--- src/rtl/pos_ctrl.sv ---
// pos_ctrl: single-axis position controller driving an external magnitude
// comparator (cmp_a = latched target, cmp_b = current position).
// A move alternates EVAL (one cycle) with a MOVE_UP/MOVE_DOWN phase lasting
// STEP_DIV cycles, each phase ending in a one-unit position step. On arrival
// the block dwells DWELL_CYC cycles, pulses done, and returns to IDLE.
// Optional feature: define POS_CTRL_WDOG_EN to add a step-count watchdog that
// forces FAULT once 127 steps have completed without arrival.
module pos_ctrl #(
  parameter int unsigned STEP_DIV  = 4,
  parameter int unsigned DWELL_CYC = 8
) (
  input  logic       clock,
  input  logic       reset,
  input  logic       start,
  input  logic [6:0] target,
  input  logic       clr,
  output logic [6:0] cmp_a,
  output logic [6:0] cmp_b,
  input  logic       aeqb,
  input  logic       agtb,
  input  logic       altb,
  output logic [6:0] pos,
  output logic       up,
  output logic       down,
  output logic       busy,
  output logic       done,
  output logic       fault
);

  typedef enum logic [2:0] {
    S_IDLE,
    S_EVAL,
    S_MOVE_UP,
    S_MOVE_DOWN,
    S_DWELL,
    S_DONE,
    S_FAULT
  } state_t;

  localparam logic [7:0] PRESC_LAST = 8'(STEP_DIV - 1);
  localparam logic [7:0] DWELL_LAST = 8'(DWELL_CYC - 1);

  state_t     state_reg, state_next;
  logic [6:0] pos_reg;
  logic [6:0] cmp_a_reg;
  logic [7:0] presc_reg;
  logic [7:0] dwell_reg;

  logic       in_move;
  logic       presc_last;
  logic       dwell_last;
  logic       accept;
  logic [2:0] flags;
  logic       wdog_trip;

  assign in_move    = (state_reg == S_MOVE_UP) || (state_reg == S_MOVE_DOWN);
  assign presc_last = (presc_reg == PRESC_LAST);
  assign dwell_last = (dwell_reg == DWELL_LAST);
  assign accept     = (state_reg == S_IDLE) && start;
  assign flags      = {aeqb, agtb, altb};

`ifdef POS_CTRL_WDOG_EN
  logic [6:0] steps_reg;

  // Count completed steps of the current move, saturating at 127.
  always_ff @(posedge clock or posedge reset) begin
    if (reset) begin
      steps_reg <= 7'd0;
    end else if (accept) begin
      steps_reg <= 7'd0;
    end else if (in_move && presc_last && (steps_reg != 7'h7F)) begin
      steps_reg <= steps_reg + 7'd1;
    end
  end

  assign wdog_trip = (steps_reg == 7'h7F);
`else
  assign wdog_trip = 1'b0;
`endif

  // State register.
  always_ff @(posedge clock or posedge reset) begin
    if (reset) begin
      state_reg <= S_IDLE;
    end else begin
      state_reg <= state_next;
    end
  end

  // Next-state logic; EVAL treats any flag pattern other than exactly one-hot as a fault.
  always_comb begin
    state_next = state_reg;
    case (state_reg)
      S_IDLE: begin
        if (start) state_next = S_EVAL;
      end
      S_EVAL: begin
        if (wdog_trip && (flags != 3'b100)) begin
          state_next = S_FAULT;
        end else begin
          case (flags)
            3'b100:  state_next = S_DWELL;
            3'b010:  state_next = (pos_reg == 7'h7F) ? S_FAULT : S_MOVE_UP;
            3'b001:  state_next = (pos_reg == 7'h00) ? S_FAULT : S_MOVE_DOWN;
            default: state_next = S_FAULT;
          endcase
        end
      end
      S_MOVE_UP, S_MOVE_DOWN: begin
        if (presc_last) state_next = S_EVAL;
      end
      S_DWELL: begin
        if (dwell_last) state_next = S_DONE;
      end
      S_DONE: begin
        state_next = S_IDLE;
      end
      S_FAULT: begin
        if (clr) state_next = S_IDLE;
      end
      default: state_next = S_IDLE;
    endcase
  end

  // Datapath: target latch, step prescaler, position register and dwell counter.
  always_ff @(posedge clock or posedge reset) begin
    if (reset) begin
      cmp_a_reg <= 7'd0;
      pos_reg   <= 7'd0;
      presc_reg <= 8'd0;
      dwell_reg <= 8'd0;
    end else begin
      if (accept) cmp_a_reg <= target;

      if (in_move) presc_reg <= presc_last ? 8'd0 : presc_reg + 8'd1;
      else         presc_reg <= 8'd0;

      if ((state_reg == S_MOVE_UP) && presc_last)   pos_reg <= pos_reg + 7'd1;
      if ((state_reg == S_MOVE_DOWN) && presc_last) pos_reg <= pos_reg - 7'd1;

      if (state_reg == S_DWELL) dwell_reg <= dwell_last ? 8'd0 : dwell_reg + 8'd1;
      else                      dwell_reg <= 8'd0;
    end
  end

  assign cmp_a = cmp_a_reg;
  assign cmp_b = pos_reg;
  assign pos   = pos_reg;
  assign up    = (state_reg == S_MOVE_UP);
  assign down  = (state_reg == S_MOVE_DOWN);
  assign busy  = (state_reg != S_IDLE) && (state_reg != S_FAULT);
  assign done  = (state_reg == S_DONE);
  assign fault = (state_reg == S_FAULT);

endmodule

--- config.mk ---
export PLATFORM = sky130hd
export DESIGN_NAME = pos_ctrl
export DESIGN_NICKNAME = d
export VERILOG_FILES = /design/src/rtl/pos_ctrl.sv
export SDC_FILE = /design/constraint.sdc
export NUM_CORES = 1
export LEC_CHECK = 0
export ABC_AREA = 1
export CAP_MARGIN = 5
export CORE_ASPECT_RATIO = 1.75
export CORE_UTILIZATION = 40
export CTS_CLUSTER_DIAMETER = 80
export CTS_CLUSTER_SIZE = 16
export DETAILED_ROUTE_END_ITERATION = 10
export GPL_TIMING_DRIVEN = 0
export SYNTH_ARGS = -nofsm -noshare
export SYNTH_HDL_FRONTEND = slang
export SYNTH_SLANG_ARGS = --single-unit
--- constraint.sdc ---
create_clock -name clock -period 4.83 [get_ports clock]
set_clock_uncertainty 0.2 [all_clocks]
set_input_delay 0.966 -clock clock [delete_from_list [all_inputs] [get_ports clock]]
set_output_delay 0.966 -clock clock [all_outputs]
set_load 0.02 [all_outputs]
Word level (Yosys, flattened, before mapping):

Index checks and enable logic that the tools add are counted.

* flip-flop bits (word level): 33

* multiplexer cells: 14
* equal/unequal tests: 17
* reductions and logical operators: 11
* add/sub/neg operators: 4

Operators by type and width (count)
* 8-bit 2-to-1 mux: 4
* 3-bit 2-to-1 mux: 6
* 8-bit by 1-bit adder with 8-bit output (second input constant): 2
* 3-bit one-hot mux with 5 select lines: 1
* 7-bit 2-to-1 mux: 2
* 3-bit == test (second input constant): 4
* 3-bit by 2-bit == test with 1-bit output (second input constant): 3
* 3-bit one-hot mux with 3 select lines: 1
* 8-bit by 2-bit == test with 1-bit output (second input constant): 1
* 8-bit by 3-bit == test with 1-bit output (second input constant): 1
* 2-bit != test (second input constant): 4
* 7-bit by 1-bit adder with 7-bit output (second input constant): 1
* 7-bit == test (second input constant): 1
* 7-bit zero test: 1
* 7-bit by 1-bit subtractor with 7-bit output (second input constant): 1
* 3-bit by 1-bit == test with 1-bit output (second input constant): 2
* 1-bit logical AND: 4
* 4-bit AND reduction: 1
* 3-bit zero test: 1
* 3-bit != test (second input constant): 1
* 3-bit nonzero test: 1
* 2-bit nonzero test: 1
* 2-bit OR reduction: 1
* 1-bit logical OR: 1

Depth between registers and ports, before layout:

Gate-level depths: netlist of run 1.

* word-level depth: 4
* mapped depth: 18

Worst setup path before layout of run 1:

No wires, ideal clock.

* kind: register to output
* from: reg state_reg[2]
* to: out busy
* data required time: 3.664 ns
* setup slack: 2.561 ns
* cell stages (with the launch flop): 5
* arrival time: 1.103 ns
* buffers on the path: 1
* cell sequence: dfrtp_1 -> buf_2 -> nand3_1 -> inv_1 -> a21oi_1

* word-level cells in the longest chain between the ends: 2

RTL lines
* start: declaration: RTL line 43 `state_t state_reg, state_next;`
* start signal: assignment: RTL line 86 `state_reg <= state_next;`
* 3-bit != test or 3-bit nonzero test (tied branches): RTL line 151 `assign busy = (state_reg != S_IDLE) && (state_reg != S_FAULT);`
* 1-bit logical AND (*): RTL line 151
* end: declaration: RTL line 25 `output logic busy,`

Mark *: on every way between the ends. The rest lies on a longest branch, timed or not.

Final worst setup path of run 1:

* from: reg state_reg[2]
* to: out up

* word-level cells in the longest chain between the ends: 1

RTL lines
* 3-bit by 2-bit == test with 1-bit output: RTL line 149 `assign up = (state_reg == S_MOVE_UP);`
* end: declaration: RTL line 23 `output logic up,`

No other way between the ends.

==> impl_metrics.py, run 1 <==
metrics = {
    "place": {
        "dpl.hpwl_um": 3180,
        "gp_congestion": 0.843,
        "port_buffers": 39,
        "dp_cells": 339,
    },
    "clock_tree": {
        "path_clk_slew_ps": 70,
        "holdBufCountCts": 0,
        "cts.sink_count": 33,
        "cts_tree": "done",
        "root_buffer": "clkbuf_8",
        "clockBufferDepth": 2,
        "htree_levels": 2,
        "clock_latency_ps": 280,
        "numCtsBuffers": 5,
        "cts-resized-gates": 0,
        "postCtsSetupBuffers": 0,
    },
    "worst_setup_path": {
        "r2r_end": "cmp_b[6]",
        "cp_top_family": "buffers and inverters",
        "cp_slowest_cell": "clkdlybuf4s50_1",
        "crit_arrival_ps": 1770,
        "reg2reg_slack_ps": 2520,
        "reg2regPathDepth": 17,
        "crit_path_end_kind": "output port",
        "critPathBufInv": 2,
        "cp_max_fo": 8,
        "crit_chain": "buf_2 -> nor3_1 -> clkdlybuf4s50_1",
        "required_ps": 3660,
        "cp-start-kind": "register",
        "reg2reg_from": "presc_reg[0]",
        "max_stage_delay_ps": 650,
        "crit_type": "register to output port",
    },
    "timing": {
        "min_period_ps": 2930,
        "tns_ps": 0,
        "slew_headroom_pct": 61.3,
        "fin_crit_sh_pct": 60.7,
        "setup_viol": 0,
        "fmax_mhz": 341,
        "slew_violations": 0,
        "tightestPinTransition_ps": 579,
        "rsz0062_at_grt": "false",
        "hold_violations": 0,
    },
    "yosys": {
        "synth_top_area_cell": "dfrtp_1",
        "synth_cells": 247,
        "synth.distinct_cells": 32,
        "ys_warn_count": 0,
        "synth.top_cell.area_share_pct": 42.3,
        "synth_area_um2": 1950,
        "syn_nets": 264,
        "seq_area_frac_synth_pct": 42.3,
        "synth_seq_cells": 33,
        "synth.top_cells.by_area": "dfrtp_1 42%, nand2_1 8.1%, inv_1 7.7%",
        "syn_area_per_cell_um2": 7.90,
    },
    "global_routing": {
        "grt_usage_pct": 19.0,
        "grt_pass1_vias": 1623,
        "grt_overflow": 0,
        "antenna_found_initial": 0,
        "grt_first_pass_wirelength_um": 7110,
        "grt_max_degree": 22,
    },
    "layout": {
        "diodes": 0,
        "area.growth.synth_to_final_pct": 29.9,
        "stdcell_count": 347,
        "layout-drive-gt1-share_pct": 14.9,
        "nNetsFinal": 311,
    },
    "die": {
        "die_h_um": 94.4,
        "row_count": 33,
        "initial_core_util_pct": 41.8,
        "dieArea_um2": 5170,
        "pin_count": 40,
        "chipWidth_um": 54.8,
        "design.core.area_um2": 4670,
    },
    "run": {
        "max_cap_viol_count": 0,
    },
    "routing": {
        "drc_errors": 0,
        "via_per_inst": 4.90,
        "drtAntennaViolNets": 0,
        "wire_per_inst_um": 11.9,
        "vias": 1702,
        "wirelength_um": 4130,
        "drt-pass1-iter-count": 4,
        "drtIter0Drc": 26,
    },
    "pwr": {
        "ir_drop_v": 0.000301,
        "power_leakage_nw": 1.21,
        "power_density_nw_per_um2": 416,
    },
    "worst_hold_path": {
        "hp-start": "dwell_reg[0]",
        "holdPathEnd": "dwell_reg[0]",
        "holdPathStages": 1,
        "hold_path_class": "register to register",
    },
    "run_status": {
        "outcome": "completed",
    },
}
## layout by cell type (no fill, tap or decap)
| master | count |
|---|---|
| a211o_1 | 1 |
| nor2_1 | 25 |
| clkinv_2 | 2 |
| a21oi_1 | 10 |
| nand2_4 | 1 |
| nor2_4 | 2 |
| xor2_1 | 1 |
| nor3_1 | 17 |
| o41ai_2 | 1 |
| nand2_1 | 42 |
| ha_1 | 3 |
| a31oi_1 | 2 |
| o21ai_0 | 10 |
| o211ai_1 | 1 |
| xnor2_1 | 1 |
| dfrtp_1 | 33 |
| clkdlybuf4s50_1 | 39 |
| o21bai_1 | 2 |
| nand3_4 | 1 |
| clkbuf_8 | 7 |
| mux2_2 | 7 |
| and3_1 | 1 |
| o22ai_1 | 2 |
| nand4_1 | 1 |
| buf_2 | 1 |
| buf_16 | 1 |
| nor2_8 | 1 |
| o41ai_1 | 2 |
| nand2_2 | 8 |
| nor2_2 | 4 |
| inv_1 | 40 |
| buf_4 | 7 |
| inv_2 | 1 |
| o21ai_1 | 1 |
| nand3_1 | 17 |
## cells by family after synthesis
| group | share of synthesized area, % |
|---|---|
| and+or+nand+nor | 29.7 |
| buffers and inverters | 11.1 |
| DFF | 42.3 |
| AOI/OAI and AO/OA | 10.0 |
| muxes | 4.04 |
| adders and majority gates | 1.92 |
| xor gates and xnor gates | 0.898 |
## worst max-delay path by stage
stage,from,to,cells after the start
CTS,state_reg[2],up,3
floorplan,state_reg[2],busy,4
detailed placement,state_reg[2],up,3
finish,state_reg[2],up,3
global placement,reset,cmp_b[4],2
global route,state_reg[2],done,4
## layer usage
layer,wire (um),GRT usage (%)
met4,119,8.97
met3,134,3.70
met5,0,0
met1,1690,21.8
met2,2190,31.9
## power by group
group	internal [mW]	switching, mW	total (mW)
clock	0.129	0.105	0.234
combinational	0.204	0.237	0.441
sequential	0.334	0.0462	0.380
total	0.667	0.388	1.05
## synth_stat cells
cell / n
a211o_1: 1
xnor2_1: 1
nor2_4: 2
nor2_1: 25
nand2_1: 42
buf_2: 1
inv_2: 1
o41ai_2: 1
o21ai_0: 10
xor2_1: 1
nand2_2: 8
o41ai_1: 2
o22ai_1: 2
o211ai_1: 1
nor2_2: 4
clkinv_2: 1
buf_4: 7
o21ai_1: 1
a21oi_1: 10
nand3_1: 17
mux2_2: 7
o21bai_1: 2
nand2_4: 1
and3_1: 1
nor3_1: 17
dfrtp_1: 33
nor2_8: 1
nand4_1: 1
nand3_4: 1
ha_1: 3
inv_1: 40
a31oi_1: 2
## per-stage QoR
stage	power, mW	setup slack, ps	util [%]	instance area, um2	hold WS (ps)
after floorplan	0.656	2560	-	1950	230
after global placement	0.825	2090	51.6	2410	255
after detailed placement	0.832	2180	52.2	2430	264
after CTS	1.07	1860	54.4	2540	274
after global routing	1.13	1750	54.4	2540	291
final	1.05	1900	54.4	2540	269
## layout make-up
class | instances | area (um2)
Multi-Input combinational cell | 164 | 910
Clock buffer | 7 | 96.3
Buffer | 8 | 57.6
Fill cell | 446 | 2130
Sequential cell | 33 | 826
Timing Repair Buffer | 40 | 418
Clock inverter | 1 | 5.00
Inverter | 42 | 159
Tap cell | 52 | 65.1
Note: power is estimated with default switching activity, not from simulation.
==> inputs of run 2 (changes only) <==
--- a/config.mk
+++ b/config.mk
@@ -13,6 +13,7 @@
 export CTS_CLUSTER_SIZE = 16
 export DETAILED_ROUTE_END_ITERATION = 10
 export GPL_TIMING_DRIVEN = 0
+export PLACE_DENSITY = 0.67
 export SYNTH_ARGS = -nofsm -noshare
 export SYNTH_HDL_FRONTEND = slang
 export SYNTH_SLANG_ARGS = --single-unit
==> constraint.sdc (replaced) <==
create_clock -name clock -period 2.5 [get_ports clock]
set_clock_uncertainty 0.2 [all_clocks]
set_input_delay 0.5 -clock clock [delete_from_list [all_inputs] [get_ports clock]]
set_output_delay 0.5 -clock clock [all_outputs]
set_load 0.02 [all_outputs]
==> run 2 against run 1 <==
  * Via count is 1.6% higher
  * First-iteration DRC count is 27% higher
  * Worst setup slack worse by 1800 ps
  * Critical path depth is 1 higher
  * Hold slack worse by 12 ps
  * Non-clock buffer count is 1 lower
  * Core utilization is 0.38 points lower
  * Power is 92% higher
  * Critical path type unchanged
  * Largest power group unchanged
  * Highest routed layer unchanged
==> impl_metrics.py, run 2 (synthesized netlist as in run 1, its figures left out) <==
metrics = {
    "run_status": {
        "outcome": "completed",
    },
    "place": {
        "placed_area_um2": 2410,
        "dpl.hpwl_um": 3260,
        "gp_congestion": 0.748,
        "dp_cells": 338,
        "port_buffers": 39,
    },
    "die": {
        "dieArea_um2": 5170,
        "die_h_um": 94.4,
        "initial_core_util_pct": 41.8,
        "pin_count": 40,
        "row_count": 33,
        "chipWidth_um": 54.8,
        "design.core.area_um2": 4670,
    },
    "worst_setup_path": {
        "crit_path_end_kind": "output port",
        "r2r_end": "cmp_b[6]",
        "cp_slowest_cell": "clkdlybuf4s50_1",
        "reg2reg_slack_ps": 240,
        "required_ps": 1800,
        "reg2reg_from": "presc_reg[0]",
        "crit_arrival_ps": 1670,
        "cp-start-kind": "register",
        "cp_max_fo": 8,
        "crit_start": "state_reg[2]",
        "crit_chain": "buf_2 -> nand3_1 -> inv_1 -> clkdlybuf4s50_1",
        "max_stage_delay_ps": 610,
        "reg2regPathDepth": 17,
        "endpoint": "fault",
        "crit_type": "register to output port",
    },
    "layout": {
        "final_common_cell": "nand2_1",
        "nNetsFinal": 310,
        "fin_area_um2": 2520,
        "stdcell_count": 346,
        "layout-drive-gt1-share_pct": 15.3,
        "area.growth.synth_to_final_pct": 29.0,
        "final_cell_mix": "42 x nand2_1, 39 x inv_1, 36 x clkdlybuf4s50_1",
        "diodes": 0,
    },
    "global_routing": {
        "grtUsageMet3_pct": 3.86,
        "grt_pass1_vias": 1631,
        "grt_overflow": 0,
        "grt_max_degree": 34,
        "busiest_layer": "met2",
        "gr-usage-met2_pct": 35.1,
        "grt_usage_pct": 18.5,
        "grt_first_pass_wirelength_um": 6890,
        "antenna_found_initial": 0,
        "grt_use_met1_pct": 17.4,
    },
    "clock_tree": {
        "cts.sink_count": 33,
        "postCtsSetupBuffers": 0,
        "htree_levels": 2,
        "cts_tree": "done",
        "holdBufCountCts": 0,
        "clock_latency_ps": 280,
        "clockBufferDepth": 2,
        "numCtsBuffers": 5,
        "path_clk_slew_ps": 70,
        "root_buffer": "clkbuf_8",
    },
    "timing": {
        "slew_violations": 0,
        "tns_ps": 0,
        "min_period_ps": 2370,
        "fin_hold_ws_ps": 257,
        "fin_crit_sh_pct": 94.7,
        "tightestPinTransition_ps": 685,
        "hold_violations": 0,
        "fmax_mhz": 422,
        "rsz0062_at_grt": "false",
        "setup_viol": 0,
        "slew_headroom_pct": 54.3,
    },
    "run": {
        "max_cap_viol_count": 0,
    },
    "routing": {
        "wirelength_um": 4220,
        "wire_per_inst_um": 12.2,
        "drtAntennaViolNets": 0,
        "drtIter0Drc": 33,
        "vias": 1730,
        "via_per_inst": 5.00,
        "drt-pass1-iter-count": 4,
        "drc_errors": 0,
    },
    "worst_hold_path": {
        "hold_path_class": "register to register",
    },
    "pwr": {
        "power_leakage_nw": 1.23,
        "ir_drop_v": 0.000474,
        "power_density_nw_per_um2": 805,
    },
}
-- run 2: cell count changes in the layout (fill, tap and decap cells not counted) --
cell             before  now
buf_16                1    0
clkdlybuf4s50_1      39   36
dlymetal6s2s_1        0    3
ha_1                  3    2
ha_2                  0    1
inv_1                40   39
inv_2                 1    2
-- run 2: layout make-up --
cell class	count	area [um2]
timing repair buffer	39	398
clock buffer	7	96.3
buffer	8	57.6
multi-input combinational	164	912
fill	439	2150
tap	52	65.1
inverter	42	159
clock inverter	1	5.00
sequential	33	826
-- run 2: worst min path at each step --
stage | slack [ps] | end | cells past startpoint | startpoint
floorplan | 230 | presc_reg[0] | 1 | presc_reg[0]
global placement | 250 | dwell_reg[0] | 1 | dwell_reg[0]
detailed placement | 250 | dwell_reg[0] | 1 | dwell_reg[0]
CTS | 260 | dwell_reg[0] | 1 | dwell_reg[0]
global route | 280 | dwell_reg[0] | 1 | dwell_reg[0]
finish | 260 | dwell_reg[0] | 1 | dwell_reg[0]
-- run 2: stage by stage --
stage                     setup WS (ps)  power, mW  utilization (%)
after global placement              196       1.60             51.6
after CTS                          21.0       2.06             53.8
final                               132       2.03             54.0
after global routing               4.22       2.16             54.0
after detailed placement            175       1.60             51.6
after floorplan                     401       1.27                -
-- run 2: what timing repair did --
action                                 4_1_cts  5_1_grt
setup endpoints to repair                    0        4
gates resized for setup                      0        4
endpoints found under the hold margin        0        0
-- run 2: report_power, final --
group          switching [mW]  total [mW]  internal (mW)
Sequential             0.0852       0.730          0.645
Clock                   0.197       0.446          0.249
Combinational           0.464       0.851          0.387
-- run 2: routing by layer --
layer  vias up  wire, um
met4         0        70
met3         8       106
met2        31      2430
met1       809      1610
met5         -         0
li1        882         -
-- run 2: worst max-delay path, delay by kind of cell, from the launching register on --
kind | cells | cell delay, ps
buffers and inverters | 3 | 940
flip-flops | 1 | 320
AND/OR/NAND/NOR | 1 | 130
==> inputs of run 3 (changes only) <==
--- a/config.mk
+++ b/config.mk
@@ -6,14 +6,15 @@
 export NUM_CORES = 1
 export LEC_CHECK = 0
 export ABC_AREA = 1
-export CAP_MARGIN = 5
-export CORE_ASPECT_RATIO = 1.75
+export CAP_MARGIN = 10
+export CORE_ASPECT_RATIO = 0.6
 export CORE_UTILIZATION = 40
 export CTS_CLUSTER_DIAMETER = 80
 export CTS_CLUSTER_SIZE = 16
 export DETAILED_ROUTE_END_ITERATION = 10
 export GPL_TIMING_DRIVEN = 0
 export PLACE_DENSITY = 0.67
+export SLEW_MARGIN = 20
 export SYNTH_ARGS = -nofsm -noshare
 export SYNTH_HDL_FRONTEND = slang
 export SYNTH_SLANG_ARGS = --single-unit
==> run 3 against run 2 <==
  * Global-route usage grew 0.069 points
  * Cell area grew 1.9%
  * Largest cell class unchanged
  * Clock-buffer cell count is the same
  * Highest routed layer unchanged
  * Via count grew 1.1%
  * Clock power grew 18%
  * Routed wire length grew 3.1%
==> impl_metrics.py, run 3 (synthesized netlist as in run 1, its figures left out) <==
metrics = {
    "timing": {
        "fmax_mhz": 421,
        "setup_viol": 0,
        "hold_violations": 0,
        "tightestPinTransition_ps": 687,
        "slew_headroom_pct": 54.1,
        "slew_violations": 0,
        "fin_hold_ws_ps": 260,
        "fin_crit_sh_pct": 95.0,
        "min_period_ps": 2380,
    },
    "clock_tree": {
        "cts_tree": "done",
        "holdBufCountCts": 0,
        "root_buffer": "clkbuf_8",
        "clock_latency_ps": 280,
        "cts.sink_count": 33,
        "clockBufferDepth": 2,
        "path_clk_slew_ps": 70,
        "numCtsBuffers": 5,
        "htree_levels": 2,
    },
    "worst_setup_path": {
        "max_stage_delay_ps": 610,
        "crit_path_end_kind": "output port",
        "required_ps": 1800,
        "crit_chain": "buf_2 -> nand3_1 -> inv_1 -> clkdlybuf4s50_1",
        "crit_type": "register to output port",
        "crit_start": "state_reg[2]",
        "reg2reg_from": "presc_reg[0]",
        "cp_max_fo": 8,
        "cp-start-kind": "register",
        "r2r_end": "cmp_b[6]",
        "endpoint": "fault",
        "crit_arrival_ps": 1680,
        "cp_slowest_cell": "clkdlybuf4s50_1",
        "reg2regPathDepth": 17,
        "reg2reg_slack_ps": 220,
    },
    "pwr": {
        "p_int_mw": 1.36,
        "power.share.clock_pct": 24.8,
        "p_seq_share_pct": 34.5,
        "power.switching_mw": 0.761,
        "combPwrFrac_pct": 40.7,
        "ir_drop_v": 0.000551,
        "power_density_nw_per_um2": 826,
        "switching_share_pct": 35.9,
        "power_leakage_nw": 1.25,
    },
    "die": {
        "die_h_um": 56.1,
        "dieArea_um2": 5170,
        "row_count": 19,
        "design.core.area_um2": 4640,
        "chipWidth_um": 92.2,
        "initial_core_util_pct": 42.1,
        "pin_count": 40,
    },
    "global_routing": {
        "grt_pass1_vias": 1606,
        "grt_first_pass_wirelength_um": 7380,
        "grt_overflow": 0,
        "antenna_found_initial": 0,
        "grt_max_degree": 34,
        "grt_usage_pct": 18.6,
    },
    "run": {
        "max_cap_viol_count": 0,
    },
    "routing": {
        "wirelength_um": 4350,
        "vias": 1749,
        "drtAntennaViolNets": 0,
        "drt-pass1-iter-count": 4,
        "via_per_inst": 4.87,
        "drc_errors": 0,
        "wire_per_inst_um": 12.1,
        "drtIter0Drc": 148,
    },
    "worst_hold_path": {
        "hold_path_class": "register to register",
        "holdPathStages": 1,
    },
    "place": {
        "port_buffers": 39,
        "gp_congestion": 0.794,
        "dpl.hpwl_um": 3210,
        "placed_area_um2": 2420,
    },
    "layout": {
        "final_common_cell": "nand2_1",
        "layout-drive-gt1-share_pct": 16.2,
        "nNetsFinal": 312,
        "area.growth.synth_to_final_pct": 31.5,
        "diodes": 0,
        "fin_area_um2": 2570,
        "fin_util_pct": 55.4,
        "final_cell_mix": "42 x nand2_1, 39 x inv_1, 36 x clkdlybuf4s50_1",
    },
    "run_status": {
        "outcome": "completed",
    },
}
==> run 3: cell count changes in the layout (fill, tap and decap cells not counted), sizes merged <==
cell    before  now
buf          8   10
bufinv       0    1
clkinv       2    1
==> run 3: worst min path at each step <==
stage,start,endpoint,slack [ps]
2_1_floorplan,presc_reg[0],presc_reg[0],230
3_3_place_gp,dwell_reg[0],dwell_reg[0],250
3_5_place_dp,dwell_reg[0],dwell_reg[0],250
4_1_cts,dwell_reg[0],dwell_reg[0],260
5_1_grt,dwell_reg[0],dwell_reg[0],290
6_report,dwell_reg[0],dwell_reg[0],260
==> run 3: worst max-delay path, delay by kind of cell (launching register included) <==
kind / cells / cell delay (ps)
buf+inv: 3 / 940
flops: 1 / 320
simple gates: 1 / 130
==> run 3: cell type report <==
class,count,area [um2]
well taps,63,78.8
flip-flops and latches,33,826
repair buffers,41,413
inverters,42,159
multi-input cells,164,917
fillers,443,2070
clock inverters,1,30.0
plain buffers,8,57.6
clock buffers,7,86.3
==> run 3: power groups by stage <==
stage | Clock [mW] | Combinational [mW] | Sequential (mW)
after floorplan | 0 | 0.453 | 0.814
after global placement | 0 | 0.857 | 0.739
after detailed placement | 0 | 0.861 | 0.742
after CTS | 0.534 | 0.867 | 0.731
after global routing | 0.562 | 0.943 | 0.753
final | 0.525 | 0.863 | 0.732
==> run 3: through the flow <==
step	setup TNS [ps]	setup WS, ps	power [mW]	std cells
6_report	0	124	2.12	359
5_1_grt	-1.88	-1.88	2.26	359
4_1_cts	0	2.26	2.13	357
3_5_place_dp	0	179	1.60	349
3_3_place_gp	0	199	1.60	349
2_1_floorplan	0	401	1.27	247
==> run 3: layer usage <==
metal	track usage [%]	share of wire [%]	vias up
met4	4.69	0.67	0
li1	-	-	894
met5	0	0	-
met2	23.8	38	59
met1	28.7	54	792
met3	6.69	7.7	4
==> run 3: what timing repair did <==
item                       4_1_cts  5_1_grt
setup buffers                    0        2
gates resized for setup          0        6
setup endpoints to repair        0        5
